$ cat config.mk
export PLATFORM = sky130hd
export DESIGN_NAME = minmax_acc
export DESIGN_NICKNAME = d
export VERILOG_FILES = /design/src/rtl/minmax_acc.sv
export SDC_FILE = /design/constraint.sdc
export NUM_CORES = 1
export LEC_CHECK = 0
export CAP_MARGIN = 20
export CELL_PAD_IN_SITES_DETAIL_PLACEMENT = 1
export CELL_PAD_IN_SITES_GLOBAL_PLACEMENT = 2
export CORE_MARGIN = 2
export CORE_UTILIZATION = 32
export DETAILED_ROUTE_END_ITERATION = 10
export GPL_TIMING_DRIVEN = 0
export PLACE_DENSITY_LB_ADDON = 0.12
export SKIP_LAST_GASP = 1
export SLEW_MARGIN = 20
export SYNTH_ARGS = -nofsm -noshare
export SYNTH_HDL_FRONTEND = slang
export SYNTH_SLANG_ARGS = --single-unit
$ cat constraint.sdc
create_clock -name clk -period 4.15 [get_ports clk]
set_input_delay 0.83 -clock clk [delete_from_list [all_inputs] [get_ports clk]]
set_output_delay 0.83 -clock clk [all_outputs]
set_load 0.01 [all_outputs]
$ cat src/rtl/minmax_acc.sv
// minmax_acc: streaming reduction stage that follows the ge comparator.
// Tracks the running max/min and the beat count of each framed input stream,
// and presents the result on a valid/ready port when the frame's last beat is taken.
// Optional feature macro: MINMAX_ACC_INDEX_EN adds out_max_idx/out_min_idx, the
// zero-based beat index of the word that last updated max/min.
//
// state | meaning
// IDLE  | waiting for the first beat of a frame
// ACCUM | frame in progress, folding beats into max/min/count
// HOLD  | result presented, waiting for out_ready
module minmax_acc #(
  parameter int WIDTH  = 32,
  parameter bit SIGNED = 1'b1,
  parameter int CNT_W  = 16
) (
  input  logic             clk,
  input  logic             rst,
  input  logic [WIDTH-1:0] in_data,
  input  logic             in_valid,
  input  logic             in_last,
  output logic             in_ready,
  output logic [WIDTH-1:0] out_max,
  output logic [WIDTH-1:0] out_min,
  output logic [CNT_W-1:0] out_count,
  output logic             out_valid,
`ifdef MINMAX_ACC_INDEX_EN
  output logic [CNT_W-1:0] out_max_idx,
  output logic [CNT_W-1:0] out_min_idx,
`endif
  input  logic             out_ready
);

  typedef enum logic [1:0] {IDLE, ACCUM, HOLD} state_t;

  state_t           state_q, state_d;
  logic [WIDTH-1:0] max_q, min_q;
  logic [CNT_W-1:0] count_q;
  logic             valid_q;
  logic             accept;
  logic             upd_max, upd_min;
  logic             cnt_sat;

  // a >= b under the configured signedness; ties favour the newer word
  function automatic logic ge(input logic [WIDTH-1:0] a, input logic [WIDTH-1:0] b);
    if (SIGNED) return $signed(a) >= $signed(b);
    else        return a >= b;
  endfunction

  assign in_ready = (state_q != HOLD) && !rst;
  assign accept   = in_valid && in_ready;
  assign upd_max  = ge(in_data, max_q);
  assign upd_min  = ge(min_q, in_data);
  assign cnt_sat  = &count_q;

  // state register
  always_ff @(posedge clk or posedge rst) begin
    if (rst) state_q <= IDLE;
    else     state_q <= state_d;
  end

  // next-state decode
  always_comb begin
    state_d = state_q;
    case (state_q)
      IDLE:    if (accept) state_d = in_last ? HOLD : ACCUM;
      ACCUM:   if (accept && in_last) state_d = HOLD;
      HOLD:    if (out_ready) state_d = IDLE;
      default: state_d = IDLE;
    endcase
  end

  // out_valid registered from the next state so it rises with the last-beat edge
  always_ff @(posedge clk or posedge rst) begin
    if (rst) valid_q <= 1'b0;
    else     valid_q <= (state_d == HOLD);
  end

  // max/min/count datapath; only moves on an accepted beat, so HOLD keeps it stable
  always_ff @(posedge clk or posedge rst) begin
    if (rst) begin
      max_q   <= '0;
      min_q   <= '0;
      count_q <= '0;
    end else if (accept) begin
      if (state_q == IDLE) begin
        max_q   <= in_data;
        min_q   <= in_data;
        count_q <= CNT_W'(1);
      end else begin
        if (upd_max) max_q <= in_data;
        if (upd_min) min_q <= in_data;
        if (!cnt_sat) count_q <= count_q + CNT_W'(1);
      end
    end
  end

`ifdef MINMAX_ACC_INDEX_EN
  logic [CNT_W-1:0] max_idx_q, min_idx_q;

  // index of the updating beat equals the pre-increment count; frozen once saturated
  always_ff @(posedge clk or posedge rst) begin
    if (rst) begin
      max_idx_q <= '0;
      min_idx_q <= '0;
    end else if (accept) begin
      if (state_q == IDLE) begin
        max_idx_q <= '0;
        min_idx_q <= '0;
      end else if (!cnt_sat) begin
        if (upd_max) max_idx_q <= count_q;
        if (upd_min) min_idx_q <= count_q;
      end
    end
  end

  assign out_max_idx = max_idx_q;
  assign out_min_idx = min_idx_q;
`endif

  assign out_max   = max_q;
  assign out_min   = min_q;
  assign out_count = count_q;
  assign out_valid = valid_q;

endmodule

Word level (Yosys, flattened, before mapping)

Cells that the tools add are included.

Reductions and logical operators: 11
Equal/unequal tests: 5
Add/subtract/negate cells: 1
$lt $le $gt $ge: 2
Multiplexer cells: 11

Operator list:

| operator              | count |
|---|---|
| $mux 32               | 4 |
| $ge 32x32->1          | 2 |
| $mux 16               | 2 |
| $add 16x1->16 const B | 1 |
| $reduce_and 16->1     | 1 |
| $mux 2                | 4 |
| $pmux 2 s3            | 1 |
| $reduce_and 2->1      | 3 |
| $eq 2x2->1 const B    | 2 |
| $reduce_bool 2->1     | 2 |
| $logic_and 1x1->1     | 3 |
| $eq 2x1->1 const B    | 1 |
| $logic_not 2->1       | 1 |
| $ne 2x1->1 const B    | 1 |
| $ne 2x2->1 const B    | 1 |
| $logic_not 1->1       | 1 |

Flip-flop bits (word level): 83
Logic and storage cells: 35
Input bits: 37

Logic depth before layout (Yosys ltp)

Depth after elaboration: 7
Depth in mapped cells: 10
Gate-level depth less buffers: 8

Worst setup path after synthesis

OpenSTA, ideal clock, no wires.

Path kind: input to register
Start: input port rst
End: register count_q[9], in the netlist out_count[9]
Stages: 7
Path slack: -0.223 ns
Data arrival time: 4.241 ns
Buffers on the path: 1
Path through: inv_1 -> o211ai_1 -> a31oi_1 -> clkbuf_1 -> nand3_1 -> xor2_1 -> nor2_1

Word-level cells in the longest chain between the ends: 4

Ends and longest elaborated chain:

| element                    | RTL line | source |
|---|---|---|
| start, declared            | 17       | `input logic rst,` |
| $logic_not 1->1 (no line)  | --       |  |
| $logic_and 1x1->1          | 49       | `assign in_ready = (state_q != HOLD) && !rst;` |
| $logic_and 1x1->1          | 50       | `assign accept = in_valid && in_ready;` |
| $reduce_and 2->1 (no line) | --       |  |
| end signal, assigned       | 92       | `if (!cnt_sat) count_q <= count_q + CNT_W'(1);` |
| end, declared              | 37       | `logic [CNT_W-1:0] count_q;` |

Every way passes these cells.
A chain may end at the register's enable or synchronous reset.

Worst setup path after layout

Start: input port in_data[29]
End: register min_q[27], in the netlist out_min[27]

Word-level cells in the longest chain between the ends: 3

Ends and longest elaborated chain:

| element                     | RTL line | source |
|---|---|---|
| start, declared             | 18       | `input logic [WIDTH-1:0] in_data,` |
| $ge 32x32->1                | 45       | `if (SIGNED) return $signed(a) >= $signed(b);` |
| $reduce_bool 2->1 (no line) | --       |  |
| $reduce_and 2->1 (no line)  | --       |  |
| end signal, assigned        | 87       | `min_q <= in_data;` |
| end signal, assigned        | 91       | `if (upd_min) min_q <= in_data;` |
| end, declared               | 36       | `logic [WIDTH-1:0] max_q, min_q;` |

Every way passes these cells.

==> out/metrics.csv <==
stage,metric,value,unit
route,drc,0,
worst_setup_path,r2r-end,out_min[27],
sta,fin_crit,3.97,ns
sta,slew_violations,0,
power_and_ir_drop,combPwrFrac,56.2,%
power_and_ir_drop,pwr-share-seq,27.8,%
worst_setup_path,reg2reg_from,out_min[31],
route,via_per_inst,5.56,
synth,netlist_area,0.00604,mm²
synth,synth_most_common_cell,dfrtp_1,
clock_tree,clockBufferDepth,2,
floorplan,num_io_pins,119,
worst_setup_path,cp_max_fo,10,
global_routing,grt.total_usage,20.8,%
synth,syn_nets,773,
worst_setup_path,end_kind,register,
synth,synth_cell_types,44,
power_and_ir_drop,p_per_area,686,mW/mm²
synth,yosys-top-cells-area,"dfrtp_1 34%, ha_1 13%, nand4_1 5.3%",
synth,synthAdderAreaFrac,13.5,%
route,wl_per_cell,19.6,µm
place,numPortBuffers,118,
final_layout,final_nets,905,
route,drtPass1Iterations,4,
worst_setup_path,cp_cell_sequence,"clkdlybuf4s50_1, inv_1, ha_1, nand4_1, nor4_4, a31oi_1, clkbuf_1, buf_2, clkbuf_1, a32oi_1, o211ai_1",
worst_setup_path,cp_data_required_time,4.36,ns
synth,seq_area_frac_synth,34.4,%
global_routing,grt_pass1_wl,33.1,mm
route,ant_nets,0,
sta,finalWorstSetupSlack,0.183,ns
sta,fmax,0.252,GHz
floorplan,die_w,141,µm
worst_setup_path,cp_common_cell,clkbuf_1,
synth,synth_area_per_cell,9.00,µm²
clock_tree,cts_sinks,83,
clock_tree,htree_levels,3,
min_path,hold_depth,2,
min_path,whs_endpoint,out_max[23],
global_routing,globalRouteOverflowTotal,0,
synth,synth_top_flop_cell,dfrtp_1,
clock_tree,cts_setup_buffers,0,
floorplan,die_height,141,µm
sta,period_share,95.6,%
worst_setup_path,path_class,input port to register,
worst_setup_path,ff2ff_path_depth,9,
final_layout,areaGrowthSynthToFinish,30.9,%
clock_tree,clkLatencyLatePin,0.35,ns
sta,setup_violations,0,
sta,hold_violations,0,
worst_setup_path,r2r_slack,0.87,ns
synth,yosys_warnings,0,
power_and_ir_drop,clkPwrFrac,16.0,%
synth,syn_inst,671,
synth,yosys.area_share.simple,21.2,%
synth,synthMuxAreaShare,5.33,%
synth,synth-compound-area-share,16.2,%
route,drt-total-wl,20.5,mm
floorplan,core_area,0.0186,mm²
worst_setup_path,crit_path_start_kind,input port,
min_path,hold_class,register to register,
place,gp_congestion,0.782,
place,hpwl,15.6,mm
route,num_vias,5793,
clock_tree,cts_buffers,9,
global_routing,antenna_found_initial,0,
power_and_ir_drop,p_leak,0.00361,µW
run,drv_cap,0,
synth,synth_seq_cells,83,
global_routing,grt_max_degree,30,
power_and_ir_drop,swShare,43.2,%
sta,relSlewSlack,34.3,%
worst_setup_path,path_delay_family,buffers and inverters,
sta,worst_pin_slew,0.970,ns
place,pre_cts_slack,-0.286,ns
synth,synth_xor_area_share,1.45,%
synth,synth_commonest_cells,"83 x dfrtp_1, 70 x inv_1, 65 x ha_1, 51 x nand4_1, 50 x nand3_1",
clock_tree,path_clk_slew,0.06,ns
route,first_iter_violations,274,
clock_tree,cts_tree,built,
sta,fin_tns_setup,0,ns
synth,yosysTopAreaCell,dfrtp_1,
sta,grt_setup_unrepaired,false,
final_layout,diodes,0,
floorplan,rows,50,
sta,whs,0.544,ns
global_routing,grt_pass1_vias,6120,
synth,synth_top_family_by_area,simple AND/OR/NAND/NOR gates,
worst_setup_path,worstPathArrival,4.18,ns
worst_setup_path,cp_num_buf_inv,5,
outcome,status,"complete, no violations",
power_and_ir_drop,ir_drop,0.000243,V
synth,synth_top_area_share,34.4,%
synth,async_flop_share,100,%
synth,synth_edf_count,0,
final_layout,drive_gt1_share,4.08,%
floorplan,initial_utilization,32.5,%
clock_tree,cts_root_buf,clkbuf_16,
floorplan,die_area,0.0200,mm²
worst_setup_path,crit_slowest_cell,clkdlybuf4s50_1,
power_and_ir_drop,power.internal,3080,µW
worst_setup_path,critPathMaxStageDelay,0.57,ns
power_and_ir_drop,p_sw,2340,µW
sta,finClkSkew,0.0109,ns
min_path,hold_start,out_max[23],
[cells by family (layout without fill, tap and decap cells)]
kind of cell | after synthesis | count (layout)
buf+inv | 117 | 254
simple gates | 227 | 227
compound gates | 137 | 137
mux | 32 | 32
flops | 83 | 83
xor+xnor | 10 | 10
fa+ha+maj | 65 | 65
[layer usage]
metal  global-route usage [%]  vias to the layer above  wire, µm
met5                        0                        -         0
met4                     6.21                        0       326
met3                     2.73                       24       648
met2                     34.3                      115      9750
met1                     28.6                     2913      9730
li1                         -                     2741         -
[layout by cell type (no fill, tap or decap), types with 2 or more instances in the layout]
cell | Yosys | routed
a31oi_1 | 2 | 2
a21oi_1 | 31 | 31
nor2_1 | 24 | 24
o21a_1 | 3 | 3
buf_8 | 3 | 3
o311ai_1 | 2 | 2
o21ai_0 | 16 | 16
nor2b_1 | 33 | 33
o211ai_1 | 36 | 36
clkinvlp_4 | 0 | 2
dfrtp_1 | 83 | 83
xor2_1 | 8 | 8
clkinv_4 | 0 | 2
nor3_1 | 3 | 3
ha_1 | 65 | 65
or3_1 | 4 | 4
nor4_1 | 2 | 2
a32oi_1 | 32 | 32
clkbuf_1 | 40 | 40
a21o_1 | 4 | 4
mux2i_1 | 31 | 31
clkdlybuf4s50_1 | 0 | 118
xnor2_1 | 2 | 2
buf_12 | 0 | 2
a21boi_0 | 2 | 2
nand4_1 | 51 | 51
and3_1 | 35 | 35
nand2_1 | 17 | 17
inv_6 | 0 | 2
a211o_1 | 2 | 2
nand3_1 | 50 | 50
clkbuf_16 | 0 | 9
inv_1 | 70 | 69
buf_2 | 4 | 4
[metrics by stage]
stage	cell area (µm²)	total power (µW)	utilization, %	std cells
3_5_place_dp	7580	4570	40.8	1026
3_3_place_gp	7520	4450	40.5	1023
4_1_cts	7900	5470	42.5	1042
6_report	7900	5420	42.5	1042
2_1_floorplan	6040	3180	-	671
5_1_grt	7900	5870	42.5	1042
[worst min-delay path, cell delays in order, from the launching register on]
cell and delay [ns]:
dfrtp_1 0.37, inv_1 0.07, mux2i_1 0.06
[layout make-up]
cell class	instances	area, µm²
sequential	83	2080
clock inverter	6	72.6
timing repair buffer	121	1250
inverter	70	267
tap	234	293
buffer	47	215
fill	2184	10700
multi-input combinational	471	3490
clock buffer	10	239
[state kept, by name, summed over array words and instances (netlist names)]
name and count:
out_max 32, out_min 32, out_valid 1, out_count 16, state_q 2
[timing repair]
item                                    in CTS  in global routing
gates resized for setup                      0                  1
endpoints found under the setup margin       0                 30
hold buffers                                 0                  0
[power by group through the flow]
stage | combinational (µW) | clock (µW) | sequential [µW]
5_1_grt | 3370 | 924 | 1570
3_5_place_dp | 3040 | 0 | 1530
4_1_cts | 3060 | 890 | 1510
2_1_floorplan | 1600 | 0 | 1580
3_3_place_gp | 2950 | 0 | 1500
6_report | 3040 | 868 | 1510
[how the worst max path moves through the flow]
stage / start / end / slack, ns / depth (start not counted)
floorplan: rst / out_count[9] / 0.76 / 7
global placement: rst / out_count[7] / -1.25 / 8
detailed placement: in_data[29] / out_min[27] / -0.29 / 11
CTS: in_data[29] / out_min[27] / 0.07 / 11
global route: in_data[30] / out_min[12] / 0.03 / 11
finish: in_data[29] / out_min[27] / 0.18 / 11
Power figures use the tool's default switching activity.
